--- src/rtl/coin_pkg.sv ---
// Shared types and constants for the coin dispenser slice.
// Coin values are expressed in nickel units.
package coin_pkg;

  typedef enum logic [2:0] {
    IDLE,
    PLAN,
    COIN,
    WAIT,
    DONE
  } state_t;

  localparam int COIN_NICKEL = 1;
  localparam int COIN_DIME   = 2;

endpackage

--- src/rtl/coin_planner.sv ---
// Greedy payout planner: dimes first, nickels for the rest.
// Ports: amount/dimes/nickels in; d, n coin counts and feasible out.
module coin_planner
  import coin_pkg::*;
#(
  parameter int AMT_W = 5,
  parameter int INV_W = 6
) (
  input  logic [AMT_W-1:0] amount,
  input  logic [INV_W-1:0] dimes,
  input  logic [INV_W-1:0] nickels,
  output logic [AMT_W:0]   d,
  output logic [AMT_W:0]   n,
  output logic             feasible
);

  localparam int CW = AMT_W + 1;
  localparam int WW = (INV_W > CW) ? INV_W : CW;

  logic [WW-1:0] amt;
  logic [WW-1:0] half;
  logic [WW-1:0] dim;
  logic [WW-1:0] nic;
  logic [WW-1:0] dsel;
  logic [WW-1:0] rest;

  always_comb begin
    amt      = WW'(amount);
    dim      = WW'(dimes);
    nic      = WW'(nickels);
    half     = amt / WW'(COIN_DIME);
    dsel     = (half < dim) ? half : dim;
    // dsel*2 never exceeds amt, so rest is non-negative
    rest     = amt - WW'(COIN_DIME) * dsel;
    feasible = (rest <= nic);
    d        = CW'(dsel);
    n        = CW'(rest);
  end

endmodule

--- src/rtl/coin_dispenser.sv ---
// Coin dispenser: pays a nickel-unit amount as a train of dime/nickel
// pulses from on-board inventory; infeasible payouts are refused whole.
// Ports: clk, reset; io_req_* request handshake; io_refill reload;
// io_dime/io_nickel coin pulses; io_done/io_error completion;
// io_dimes_left/io_nickels_left inventory.
module coin_dispenser
  import coin_pkg::*;
#(
  parameter int AMT_W     = 5,
  parameter int INV_W     = 6,
  parameter int GAP       = 1,
  parameter int DIME_INIT = 8,
  parameter int NICK_INIT = 8
) (
  input  logic             clk,
  input  logic             reset,
  input  logic             io_req_valid,
  input  logic [AMT_W-1:0] io_req_amount,
  output logic             io_req_ready,
  input  logic             io_refill,
  output logic             io_dime,
  output logic             io_nickel,
  output logic             io_done,
  output logic             io_error,
  output logic [INV_W-1:0] io_dimes_left,
  output logic [INV_W-1:0] io_nickels_left
);

  localparam int CW = AMT_W + 1;
  localparam int GW = (GAP > 0) ? $clog2(GAP + 1) : 1;

  state_t           state;
  logic             idle_q;
  logic [AMT_W-1:0] amt_q;
  logic [CW-1:0]    d_cnt;
  logic [CW-1:0]    n_cnt;
  logic [GW-1:0]    gap_cnt;

  logic [CW-1:0]    plan_d;
  logic [CW-1:0]    plan_n;
  logic             plan_ok;

  logic [CW-1:0]    src_d;
  logic [CW-1:0]    src_n;
  logic [CW-1:0]    nxt_d;
  logic [CW-1:0]    nxt_n;
  logic             pick_dime;
  logic             more;
  logic             emit;

  coin_planner #(
    .AMT_W (AMT_W),
    .INV_W (INV_W)
  ) u_planner (
    .amount   (amt_q),
    .dimes    (io_dimes_left),
    .nickels  (io_nickels_left),
    .d        (plan_d),
    .n        (plan_n),
    .feasible (plan_ok)
  );

  // refill in IDLE takes priority over a request
  assign io_req_ready = idle_q & ~io_refill;

  assign more = (d_cnt != '0) || (n_cnt != '0);

  always_comb begin
    src_d     = (state == PLAN) ? plan_d : d_cnt;
    src_n     = (state == PLAN) ? plan_n : n_cnt;
    pick_dime = (src_d != '0);
    nxt_d     = pick_dime ? src_d - 1'b1 : src_d;
    nxt_n     = pick_dime ? src_n : src_n - 1'b1;
    emit      = 1'b0;
    unique case (state)
      PLAN:    emit = plan_ok && (amt_q != '0);
      COIN:    emit = more && (GAP == 0);
      WAIT:    emit = (gap_cnt == '0);
      default: emit = 1'b0;
    endcase
  end

  always_ff @(posedge clk) begin
    if (reset) begin
      state           <= IDLE;
      idle_q          <= 1'b1;
      amt_q           <= '0;
      d_cnt           <= '0;
      n_cnt           <= '0;
      gap_cnt         <= '0;
      io_dime         <= 1'b0;
      io_nickel       <= 1'b0;
      io_done         <= 1'b0;
      io_error        <= 1'b0;
      io_dimes_left   <= INV_W'(DIME_INIT);
      io_nickels_left <= INV_W'(NICK_INIT);
    end else begin
      io_dime   <= 1'b0;
      io_nickel <= 1'b0;
      io_done   <= 1'b0;
      io_error  <= 1'b0;

      // pulse and inventory change land in the same cycle
      if (emit) begin
        io_dime   <= pick_dime;
        io_nickel <= ~pick_dime;
        d_cnt     <= nxt_d;
        n_cnt     <= nxt_n;
        if (pick_dime)
          io_dimes_left <= io_dimes_left - 1'b1;
        else
          io_nickels_left <= io_nickels_left - 1'b1;
      end

      unique case (state)
        IDLE: begin
          if (io_refill) begin
            io_dimes_left   <= INV_W'(DIME_INIT);
            io_nickels_left <= INV_W'(NICK_INIT);
          end else if (io_req_valid) begin
            amt_q  <= io_req_amount;
            state  <= PLAN;
            idle_q <= 1'b0;
          end
        end
        PLAN: begin
          if (!plan_ok) begin
            state    <= DONE;
            io_done  <= 1'b1;
            io_error <= 1'b1;
          end else if (amt_q == '0) begin
            state   <= DONE;
            io_done <= 1'b1;
          end else begin
            state <= COIN;
          end
        end
        COIN: begin
          if (!more) begin
            state   <= DONE;
            io_done <= 1'b1;
          end else if (GAP == 0) begin
            state <= COIN;
          end else begin
            state   <= WAIT;
            gap_cnt <= GW'(GAP - 1);
          end
        end
        WAIT: begin
          if (gap_cnt == '0)
            state <= COIN;
          else
            gap_cnt <= gap_cnt - 1'b1;
        end
        DONE: begin
          state  <= IDLE;
          idle_q <= 1'b1;
        end
        default: begin
          state  <= IDLE;
          idle_q <= 1'b1;
        end
      endcase
    end
  end

endmodule

--- config.mk ---
export PLATFORM = sky130hd
export DESIGN_NAME = coin_dispenser
export DESIGN_NICKNAME = d
export VERILOG_FILES = /design/src/rtl/coin_pkg.sv /design/src/rtl/coin_planner.sv /design/src/rtl/coin_dispenser.sv
export SDC_FILE = /design/constraint.sdc
export NUM_CORES = 1
export LEC_CHECK = 0
export CELL_PAD_IN_SITES_DETAIL_PLACEMENT = 1
export CELL_PAD_IN_SITES_GLOBAL_PLACEMENT = 1
export CORE_MARGIN = 2
export CORE_UTILIZATION = 42
export CTS_CLUSTER_SIZE = 20
export DETAILED_ROUTE_END_ITERATION = 12
export PLACE_DENSITY_LB_ADDON = 0.12
export SYNTH_ARGS = -nofsm -noshare
export SYNTH_HDL_FRONTEND = slang
export SYNTH_SLANG_ARGS = --single-unit
--- constraint.sdc ---
create_clock -name clk -period 6.5 [get_ports clk]
set_clock_uncertainty 0.2 [all_clocks]
set_input_delay 1.95 -clock clk [delete_from_list [all_inputs] [get_ports clk]]
set_output_delay 1.95 -clock clk [all_outputs]
set_load 0.05 [all_outputs]
==> impl_metrics.env, run 1 <==
export IMPL_dp_slack_ns=0.998
export IMPL_drive_gt1_share_pct=5.18
export IMPL_cts_resized=0
export IMPL_synth_simple_area_share_pct=24.9
export IMPL_synth_ff_type="dfxtp_1"
export IMPL_grt_remaining_overflow=0
export IMPL_fp_coreArea_um2=5540
export IMPL_holdBufCountCts=0
export IMPL_crit_path_max_fanout=10
export IMPL_grt_total_usage_pct=24.1
export IMPL_synth_top_family_by_area="simple AND/OR/NAND/NOR gates"
export IMPL_port_buffers=25
export IMPL_wl_per_cell_um=17.6
export IMPL_grt_pass1_wl_um=11800
export IMPL_synth_warnings=0
export IMPL_p_total_w=0.000622
export IMPL_regToRegStartpoint="io_dimes_left[2]"
export IMPL_power_frac_comb_pct=25.7
export IMPL_die_y_um=79.8
export IMPL_synth_mux_area_fraction_pct=4.15
export IMPL_synth_compound_area_share_pct=20.8
export IMPL_die_area_um2=6370
export IMPL_clkLatencyLatePin_ns=0.30
export IMPL_critPathTopFamily="compound AO/OA/AOI/OAI gates"
export IMPL_power_switching_share_pct=32.3
export IMPL_r2r_end="io_dimes_left[4]"
export IMPL_pwr_share_clk_pct=34.9
export IMPL_crit_top_cell="ha_1"
export IMPL_synthXorXnorAreaFrac_pct=5.44
export IMPL_diodes=0
export IMPL_cts_tree="built"
export IMPL_hold_depth=2
export IMPL_cts_setup_buffers=0
export IMPL_period_minus_slack_ns=5.53
export IMPL_synth_cell_types=54
export IMPL_p_leak_nw=1.08
export IMPL_start_kind="register"
export IMPL_max_cap_viol_count=0
export IMPL_synth_enable_flop_cells=0
export IMPL_synth_top_cell_by_area="dfxtp_1"
export IMPL_ant_nets=0
export IMPL_rows=27
export IMPL_crit_type="reg2reg"
export IMPL_netlist_instances=301
export IMPL_clkSlewWorstSetupHoldPaths_ns=0.08
export IMPL_grt_start_max_net_pins=25
export IMPL_hpwl_um=5200
export IMPL_crit_slowest_cell="a31oi_1"
export IMPL_ir_drop_mv=0.120
export IMPL_synth_area_um2=2410
export IMPL_cts_sinks=37
export IMPL_maxSlewViolCount=0
export IMPL_period_share_pct=85.1
export IMPL_min_path_type="reg2reg"
export IMPL_power_net_switching_w=0.000200
export IMPL_finalHoldViolations=0
export IMPL_cp_arrival_ns=5.51
export IMPL_worst_endpoint_required_ns=6.47
export IMPL_whs_endpoint="idle_q"
export IMPL_ios=26
export IMPL_synth_top_cell_area_share_pct=30.7
export IMPL_die_x_um=79.8
export IMPL_cts_root_buffer="clkbuf_8"
export IMPL_intPower_w=0.000421
export IMPL_routabilityCongestion=0.801
export IMPL_drt_initial_drc_count=108
export IMPL_min_from="idle_q"
export IMPL_async_flop_share_pct=0
export IMPL_ys_seq_area_share_pct=30.7
export IMPL_viasPerCell=5.69
export IMPL_antenna_found_initial=0
export IMPL_syn_to_final_growth_pct=18.5
export IMPL_multi_input_area_um2=1560
export IMPL_ff2ff_path_depth=22
export IMPL_synth_nets=327
export IMPL_worst_pin_slew_ns=1.01
export IMPL_cts_buffers=5
export IMPL_wl_um=7030
export IMPL_setup_viol_count_final=0
export IMPL_endpoint_kind="register"
export IMPL_synthAdderAreaFrac_pct=9.12
export IMPL_critical_path_max_stage_delay_ns=0.53
export IMPL_max_freq_mhz=181
export IMPL_rsz0062_at_grt="false"
export IMPL_p_per_area_nw_per_um2=217
export IMPL_worst_path_buf_inv=3
export IMPL_vias=2274
export IMPL_clockBufferDepth=2
export IMPL_avgSynthCellArea_um2=8.02
export IMPL_p_seq_share_pct=39.3
export IMPL_synth_seq_cells=37
export IMPL_start_util_pct=43.6
export IMPL_synthTopCellsByCount="dfxtp_1, nor2_1, nand2_1"
export IMPL_setup_ws_ns=0.966
export IMPL_synth_most_common_cell="dfxtp_1"
export IMPL_fillers=693
export IMPL_status="finished clean"
export IMPL_grt_pass1_vias=2335
export IMPL_rrSetupSlack_ns=0.97
export IMPL_htree_levels=2
export IMPL_fin_tns_setup_ns=0
export IMPL_relSlewSlack_pct=32.4
export IMPL_final_nets=353
export IMPL_seq_area_um2=741
export IMPL_drc_errors=0
export IMPL_synth_area_top_cells="dfxtp_1, ha_1, nor2_1"
export IMPL_crit_chain="inv_1 -> ha_1 -> o21a_1 -> o21ai_1 -> o21ai_0 -> nand2_1 -> ha_1 -> inv_1 -> fa_1 -> a31oi_1 -> o2bb2ai_1 -> a21oi_1 -> ha_1 -> a21oi_1 -> nand2_1 -> nor3b_1 -> o21ai_1 -> buf_4 -> a31oi_1 -> nand4_1 -> xor2_1 -> nor2_1"
export IMPL_drtPass1Iterations=4
-- metrics by stage --
step	cells	area, µm²	util [%]	hold WS [ns]
2_1_floorplan	301	2410	-	0.230
3_3_place_gp	392	2740	49.5	0.254
3_5_place_dp	392	2740	49.5	0.265
4_1_cts	400	2860	51.6	0.276
5_1_grt	400	2860	51.6	0.282
6_report	400	2860	51.6	0.269
-- cells by family (layout without fill, tap and decap cells) --
kind of cell | after synthesis | in the layout
simple gates | 121 | 121
compound gates | 71 | 71
flops | 37 | 37
buf+inv | 30 | 57
fa+ha+maj | 17 | 17
xor+xnor | 15 | 15
mux | 10 | 10
-- worst register-to-register path: stages, from the launching register on --
cell,delay (ns)
dfxtp_1,0.47
inv_1,0.16
ha_1,0.31
o21a_1,0.21
o21ai_1,0.41
o21ai_0,0.22
nand2_1,0.11
ha_1,0.13
inv_1,0.06
fa_1,0.44
a31oi_1,0.20
o2bb2ai_1,0.10
a21oi_1,0.30
ha_1,0.33
a21oi_1,0.14
nand2_1,0.09
nor3b_1,0.32
o21ai_1,0.12
buf_4,0.18
a31oi_1,0.53
nand4_1,0.19
xor2_1,0.16
nor2_1,0.05
-- flip-flops by register name (all words and copies together), names as in the netlist --
name and flops:
amt_q 5, state 3, io_nickel 1, io_dimes_left 6, idle_q 1, io_nickels_left 6, d_cnt 6, io_error 1
io_dime 1, n_cnt 6, io_done 1
-- cell type report --
class | count | area share (%)
Clock buffer | 7 | 3.02
Timing Repair Buffer | 28 | 9.54
Inverter | 21 | 2.76
Sequential cell | 37 | 25.9
Tap cell | 72 | 3.15
Clock inverter | 1 | 1.05
Multi-Input combinational cell | 234 | 54.6
-- routing by layer --
layer  vias up  part of all wire (%)  track usage, %
li1       1142                     -               -
met1      1084                    48            31.5
met2        35                    48            39.2
met3        13                   2.6            3.96
met4         0                   2.0            10.2
met5         -                     0               0
-- cell usage in the layout, fill, tap and decap left out, types with 4 or more instances in the layout --
master / instances
a21oi_1: 19
a31oi_1: 6
clkbuf_8: 6
clkdlybuf4s50_1: 25
dfxtp_1: 37
ha_1: 16
inv_1: 21
mux2i_1: 10
nand2_1: 31
nand3_1: 8
nand4_1: 5
nor2_1: 35
nor3_1: 14
nor4_1: 5
o21a_1: 4
o21ai_0: 8
o31ai_1: 4
xnor2_1: 14
-- how the worst max path moves through the flow --
stage,depth (start not counted),from,to,slack (ns)
2_1_floorplan,20,io_dimes_left[2],io_nickels_left[4],1.44
3_5_place_dp,3,io_refill,io_req_ready,1.0
5_1_grt,22,io_dimes_left[2],io_dimes_left[4],0.47
3_3_place_gp,3,io_refill,io_req_ready,1.02
4_1_cts,3,io_refill,io_req_ready,0.99
6_report,22,io_dimes_left[2],io_dimes_left[4],0.97
-- power by group through the flow --
stage                     Combinational, W  Sequential (W)  Clock, W
after floorplan                   0.000113        0.000251         0
final                             0.000160        0.000245  0.000217
after global placement            0.000153        0.000249         0
after global routing              0.000179        0.000246  0.000229
after CTS                         0.000160        0.000244  0.000219
after detailed placement          0.000158        0.000250         0
No activity file was read; power rests on OpenSTA's default activity.
==> inputs of run 2 (changes only) <==
--- a/config.mk
+++ b/config.mk
@@ -12,6 +12,7 @@
 export CTS_CLUSTER_SIZE = 20
 export DETAILED_ROUTE_END_ITERATION = 12
 export PLACE_DENSITY_LB_ADDON = 0.12
+export REMOVE_ABC_BUFFERS = 1
 export SYNTH_ARGS = -nofsm -noshare
 export SYNTH_HDL_FRONTEND = slang
 export SYNTH_SLANG_ARGS = --single-unit
==> run 2 against run 1 <==
Design area shrank 0.92%. Count of clock-buffer cells in the layout shrank 1. First-iteration DRC count shrank 4.6%. Hold slack is essentially flat. Critical endpoint is now io_nickels_left[4]. Largest power group unchanged.
==> impl_metrics.env, run 2 (synthesized netlist as in run 1, its figures left out) <==
export IMPL_crit_slowest_cell="dfxtp_1"
export IMPL_drive_gt1_share_pct=5.47
export IMPL_worst_path_buf_inv=2
export IMPL_dp_slack_ns=0.758
export IMPL_ir_drop_mv=0.0984
export IMPL_rrSetupSlack_ns=0.73
export IMPL_dpl_cell_area_um2=2750
export IMPL_finalHoldViolations=0
export IMPL_clockBufferDepth=2
export IMPL_fin_area_um2=2830
export IMPL_htree_levels=2
export IMPL_die_y_um=79.8
export IMPL_clkLatencyLatePin_ns=0.29
export IMPL_holdBufCountCts=0
export IMPL_cts_resized=0
export IMPL_worst_endpoint_required_ns=6.48
export IMPL_drt_initial_drc_count=103
export IMPL_grt_start_max_net_pins=25
export IMPL_status="finished clean"
export IMPL_crit_type="reg2reg"
export IMPL_drtPass1Iterations=4
export IMPL_worst_pin_slew_ns=0.831
export IMPL_rsz0062_at_grt="false"
export IMPL_clkSlewWorstSetupHoldPaths_ns=0.08
export IMPL_max_cap_viol_count=0
export IMPL_cts_sinks=37
export IMPL_period_share_pct=88.8
export IMPL_period_minus_slack_ns=5.77
export IMPL_critPathTopFamily="compound AO/OA/AOI/OAI gates"
export IMPL_final_nets=354
export IMPL_layout_common_cells="dfxtp_1, nor2_1, nand2_1"
export IMPL_cts_setup_buffers=0
export IMPL_fillers=705
export IMPL_syn_to_final_growth_pct=17.4
export IMPL_endpoint_kind="register"
export IMPL_fin_tns_setup_ns=0
export IMPL_grt_remaining_overflow=0
export IMPL_routabilityCongestion=0.877
export IMPL_die_x_um=79.8
export IMPL_die_area_um2=6370
export IMPL_setup_viol_count_final=0
export IMPL_maxSlewViolCount=0
export IMPL_mostFrequentLayoutCell="dfxtp_1"
export IMPL_hpwl_um=5250
export IMPL_grt_total_usage_pct=23.1
export IMPL_p_total_w=0.000566
export IMPL_r2r_end="io_nickels_left[4]"
export IMPL_p_leak_nw=1.07
export IMPL_critical_path_max_stage_delay_ns=0.47
export IMPL_antenna_found_initial=0
export IMPL_p_per_area_nw_per_um2=200
export IMPL_crit_path_max_fanout=10
export IMPL_cp_arrival_ns=5.75
export IMPL_min_path_type="reg2reg"
export IMPL_relSlewSlack_pct=44.1
export IMPL_drc_errors=0
export IMPL_crit_chain="inv_1 -> ha_1 -> o21a_1 -> o21ai_1 -> o21ai_0 -> nand2_1 -> ha_1 -> inv_1 -> fa_1 -> a31oi_1 -> o2bb2ai_1 -> a21oi_1 -> ha_1 -> a21oi_1 -> nand2_1 -> nor3b_1 -> o21a_1 -> nand4_1 -> nor4b_1 -> xnor2_1 -> nor2_1"
export IMPL_wl_um=6860
export IMPL_grt_pass1_wl_um=11400
export IMPL_vias=2305
export IMPL_min_from="idle_q"
export IMPL_wl_per_cell_um=17.1
export IMPL_rows=27
export IMPL_port_buffers=25
export IMPL_cts_buffers=5
export IMPL_hold_depth=2
export IMPL_cts_root_buffer="clkbuf_8"
export IMPL_regToRegStartpoint="io_dimes_left[2]"
export IMPL_setup_ws_ns=0.729
export IMPL_diodes=0
export IMPL_ios=26
export IMPL_fp_coreArea_um2=5540
export IMPL_start_kind="register"
export IMPL_worstSetupPathDepth=21
export IMPL_whs_endpoint="idle_q"
export IMPL_grt_pass1_vias=2288
export IMPL_crit_top_cell="ha_1"
export IMPL_cts_tree="built"
export IMPL_viasPerCell=5.75
export IMPL_max_freq_mhz=173
export IMPL_start_util_pct=43.6
export IMPL_ant_nets=0
export IMPL_ff2ff_path_depth=21
run 2: cell types whose count changed in the layout (fill, tap and decap cells not counted), sizes merged:
cell / change
clkinv: +2
buf: +1
bufinv: -1
clkbuf: -1
run 2: final cells by class:
cell class | count | area, µm² | share of cell area (%)
tap | 72 | 90.1 | 3.18
multi-input combinational | 234 | 1560 | 55.1
sequential | 37 | 741 | 26.1
clock inverter | 2 | 10.0 | 0.353
inverter | 21 | 78.8 | 2.78
clock buffer | 6 | 72.6 | 2.56
timing repair buffer | 29 | 280 | 9.89
run 2: worst max path at each step:
stage | from | end | slack [ns]
after detailed placement | io_dimes_left[2] | io_nickels_left[4] | 0.76
after global placement | io_refill | io_req_ready | 0.99
after CTS | io_dimes_left[2] | io_nickels_left[4] | 0.73
final | io_dimes_left[2] | io_nickels_left[4] | 0.73
after floorplan | io_dimes_left[2] | io_nickels_left[4] | 1.04
after global routing | io_dimes_left[2] | io_nickels_left[4] | 0.16
run 2: layer usage:
metal  vias to the layer above  routed length, µm  GRT usage (%)
li1                       1143                  -              -
met1                      1110               3330           31.1
met2                        43               3220           38.2
met3                         9                223           3.96
met4                         0                 80           6.44
met5                         -                  0              0
run 2: power breakdown:
group	switching, W	internal, W
Sequential	0.0000102	0.000234
Clock	0.0000879	0.0000745
Combinational	0.0000977	0.0000617
Total	0.000196	0.000371
run 2: worst register-to-register path, cell delays in order, from the launching register on:
cell and delay [ns]:
dfxtp_1 0.47, inv_1 0.16, ha_1 0.31, o21a_1 0.20, o21ai_1 0.40, o21ai_0 0.22
nand2_1 0.11, ha_1 0.15, inv_1 0.06, fa_1 0.43, a31oi_1 0.19, o2bb2ai_1 0.09
a21oi_1 0.28, ha_1 0.33, a21oi_1 0.16, nand2_1 0.09, nor3b_1 0.35, o21a_1 0.41
nand4_1 0.38, nor4b_1 0.45, xnor2_1 0.16, nor2_1 0.05
run 2: through the flow:
stage | std cells | utilization [%] | hold slack, ns
6_report | 401 | 51.2 | 0.269
5_1_grt | 401 | 51.2 | 0.306
4_1_cts | 401 | 51.2 | 0.275
3_5_place_dp | 393 | 49.7 | 0.260
3_3_place_gp | 393 | 49.7 | 0.246
2_1_floorplan | 292 | - | 0.230
==> inputs of run 3 (changes only) <==
--- a/config.mk
+++ b/config.mk
@@ -13,6 +13,7 @@
 export DETAILED_ROUTE_END_ITERATION = 12
 export PLACE_DENSITY_LB_ADDON = 0.12
 export REMOVE_ABC_BUFFERS = 1
+export SLEW_MARGIN = 30
 export SYNTH_ARGS = -nofsm -noshare
 export SYNTH_HDL_FRONTEND = slang
 export SYNTH_SLANG_ARGS = --single-unit
==> results of run 3 <==
No change in the layout: final DEF, timing and power equal those of run 2.
==> RTL change (config.mk and constraints of run 1) <==
The 5 states of `state_t` get a one-hot encoding in 5 bits.
--- a/src/rtl/coin_pkg.sv
+++ b/src/rtl/coin_pkg.sv
@@ -4,8 +4,8 @@
 
-  typedef enum logic [2:0] {
-    IDLE,
-    PLAN,
-    COIN,
-    WAIT,
-    DONE
+  typedef enum logic [4:0] {
+    IDLE = 5'b00001,
+    PLAN = 5'b00010,
+    COIN = 5'b00100,
+    WAIT = 5'b01000,
+    DONE = 5'b10000
   } state_t;
Formal check against the unedited RTL: same outputs for any inputs over 10 cycles, from zero or initial values and one cycle with reset high; not proved beyond that.
==> RTL change against run 1 <==
- cell area about the same
- routed wire length is 7.2% lower
- count of clock-buffer cells in the layout down 1
- area after synthesis rose by 2.2%
- total power decreased by 13%
- combinational power is 26% lower
- hold slack improved by 0.0087 ns
- worst setup slack lost 0.30 ns
- sequential cell count is 2 higher
- largest power group unchanged
==> RTL change: results (changes against run 1) <==
1st-iter DRT viols: 80 (was 108)
Critical-path top delay cell: dfxtp_1 (was a31oi_1)
first-pass GRT wire length: 10.9 mm (was 11.8 mm)
Routability Congestion: 0.872 (was 0.801)
clk_lat worst skew: 0.31 ns
status: finished clean (unchanged)
fin cells: 402 (was 400)
Synth area leaders: dfxtp_1 32%, ha_1 8.1%, nor2_1 5.0%, mux2i_1 4.5%, a21oi_1 4.3% (was dfxtp_1 31%, ha_1 8.3%, nor2_1 5.4%, xnor2_1 5.1%, nand2_1 4.8%)
share of cells above drive strength 1: 0.0636 (was 0.0518)
post-synthesis sequential area ratio: 0.316 (was 0.307)
via density per instance: 5.67 (was 5.69)
Place WS: 0.735 ns (was 0.998 ns)
placed insts: 394 (was 392)
maximum VDD drop: 0.0808 mV (was 0.120 mV)
data arrival time of the critical path: 5.86 ns (was 5.51 ns)
Post-DP HPWL: 4.92 mm (was 5.20 mm)
placed inst area: 2780 sq um (was 2740 sq um)
Worst R2R End: n_cnt[4]$_SDFFE_PP0N_ (was io_dimes_left[4]$_SDFF_PP0_)
Global Route Usage Sum: 0.217 (was 0.241)
FILL cells: 721 (was 693)
largest net degree at the start of global routing: 24 (was 25)
Pre-antenna DRT Iters: 4 (unchanged)
Post-Syn Nets: 332 (was 327)
commonest cells in the netlist: 39 x dfxtp_1, 33 x nor2_1, 23 x inv_1, 23 x nand2_1, 21 x a21oi_1 (was 37 x dfxtp_1, 35 x nor2_1, 31 x nand2_1)
mean routed wirelength per cell: 16.2 um (was 17.6 um)
largest stage delay on the critical path: 0.46 ns (was 0.53 ns)
vias in the first global route: 2265 (was 2335)
R2R setup slack: 0.67 ns (was 0.97 ns)
Synth cell types: 61 (was 54)
Pleak: 1.12 nW (was 1.08 nW)
crit path max fanout: 12 (was 10)
==> RTL change: routing by layer <==
metal	wire length, um	track usage	part of all wire
met1	3110	0.274	0.48
met2	3090	0.367	0.47
met3	180	0.0382	0.028
met4	138	0.0847	0.021
met5	0	0	0
==> RTL change: final cells by class <==
class | instances | area [sq um] | share of cell area
Multi-Input combinational cell | 232 | 1550 | 0.540
Sequential cell | 39 | 781 | 0.273
Timing Repair Buffer | 28 | 273 | 0.0953
Tap cell | 72 | 90.1 | 0.0315
Inverter | 23 | 86.3 | 0.0302
Clock buffer | 6 | 72.6 | 0.0254
Clock inverter | 2 | 12.5 | 0.00437
==> RTL change: how the worst min path moves through the flow <==
stage	start	to	slack (ns)	cells after the start
4_1_cts	idle_q$_SDFFE_PP1P_	idle_q$_SDFFE_PP1P_	0.29	2
3_5_place_dp	idle_q$_SDFFE_PP1P_	idle_q$_SDFFE_PP1P_	0.28	2
6_report	idle_q$_SDFFE_PP1P_	idle_q$_SDFFE_PP1P_	0.28	2
3_3_place_gp	idle_q$_SDFFE_PP1P_	idle_q$_SDFFE_PP1P_	0.25	2
5_1_grt	idle_q$_SDFFE_PP1P_	idle_q$_SDFFE_PP1P_	0.30	2
2_1_floorplan	idle_q$_SDFFE_PP1P_	idle_q$_SDFFE_PP1P_	0.23	2
==> RTL change: worst reg2reg max path, cell delays in order, from the launching register on <==
cell and delay (ns):
dfxtp_1 0.46, inv_1 0.17, ha_1 0.31, o211a_1 0.15
a221oi_2 0.43, nor3_1 0.10, a21oi_1 0.32, ha_1 0.31
a21oi_1 0.22, o31ai_1 0.12, o2bb2ai_1 0.16, xnor2_1 0.37
inv_1 0.09, ha_1 0.21, a211oi_1 0.23, nor2_1 0.08
o32ai_1 0.40, nand3_1 0.22, nand2_1 0.34, buf_4 0.27
o22ai_1 0.10, or4_1 0.42, o311ai_1 0.08
==> RTL change: where the power goes <==
part	switching, mW	internal (mW)	leakage [nW]
Combinational	0.0687	0.0504	0.763
Clock	0.0946	0.0751	0.0412
Sequential	0.00838	0.245	0.315
Total	0.172	0.370	1.12
==> RTL change: logic make-up after synthesis <==
| group | share of synthesized area |
|---|---|
| AO/OA/AOI/OAI | 0.187 |
| adder cells (fa/ha/maj) | 0.0892 |
| XOR/XNOR | 0.0568 |
| flip-flops | 0.316 |
| multiplexers | 0.0446 |
| AND/OR/NAND/NOR | 0.249 |
| buffers and inverters | 0.0568 |
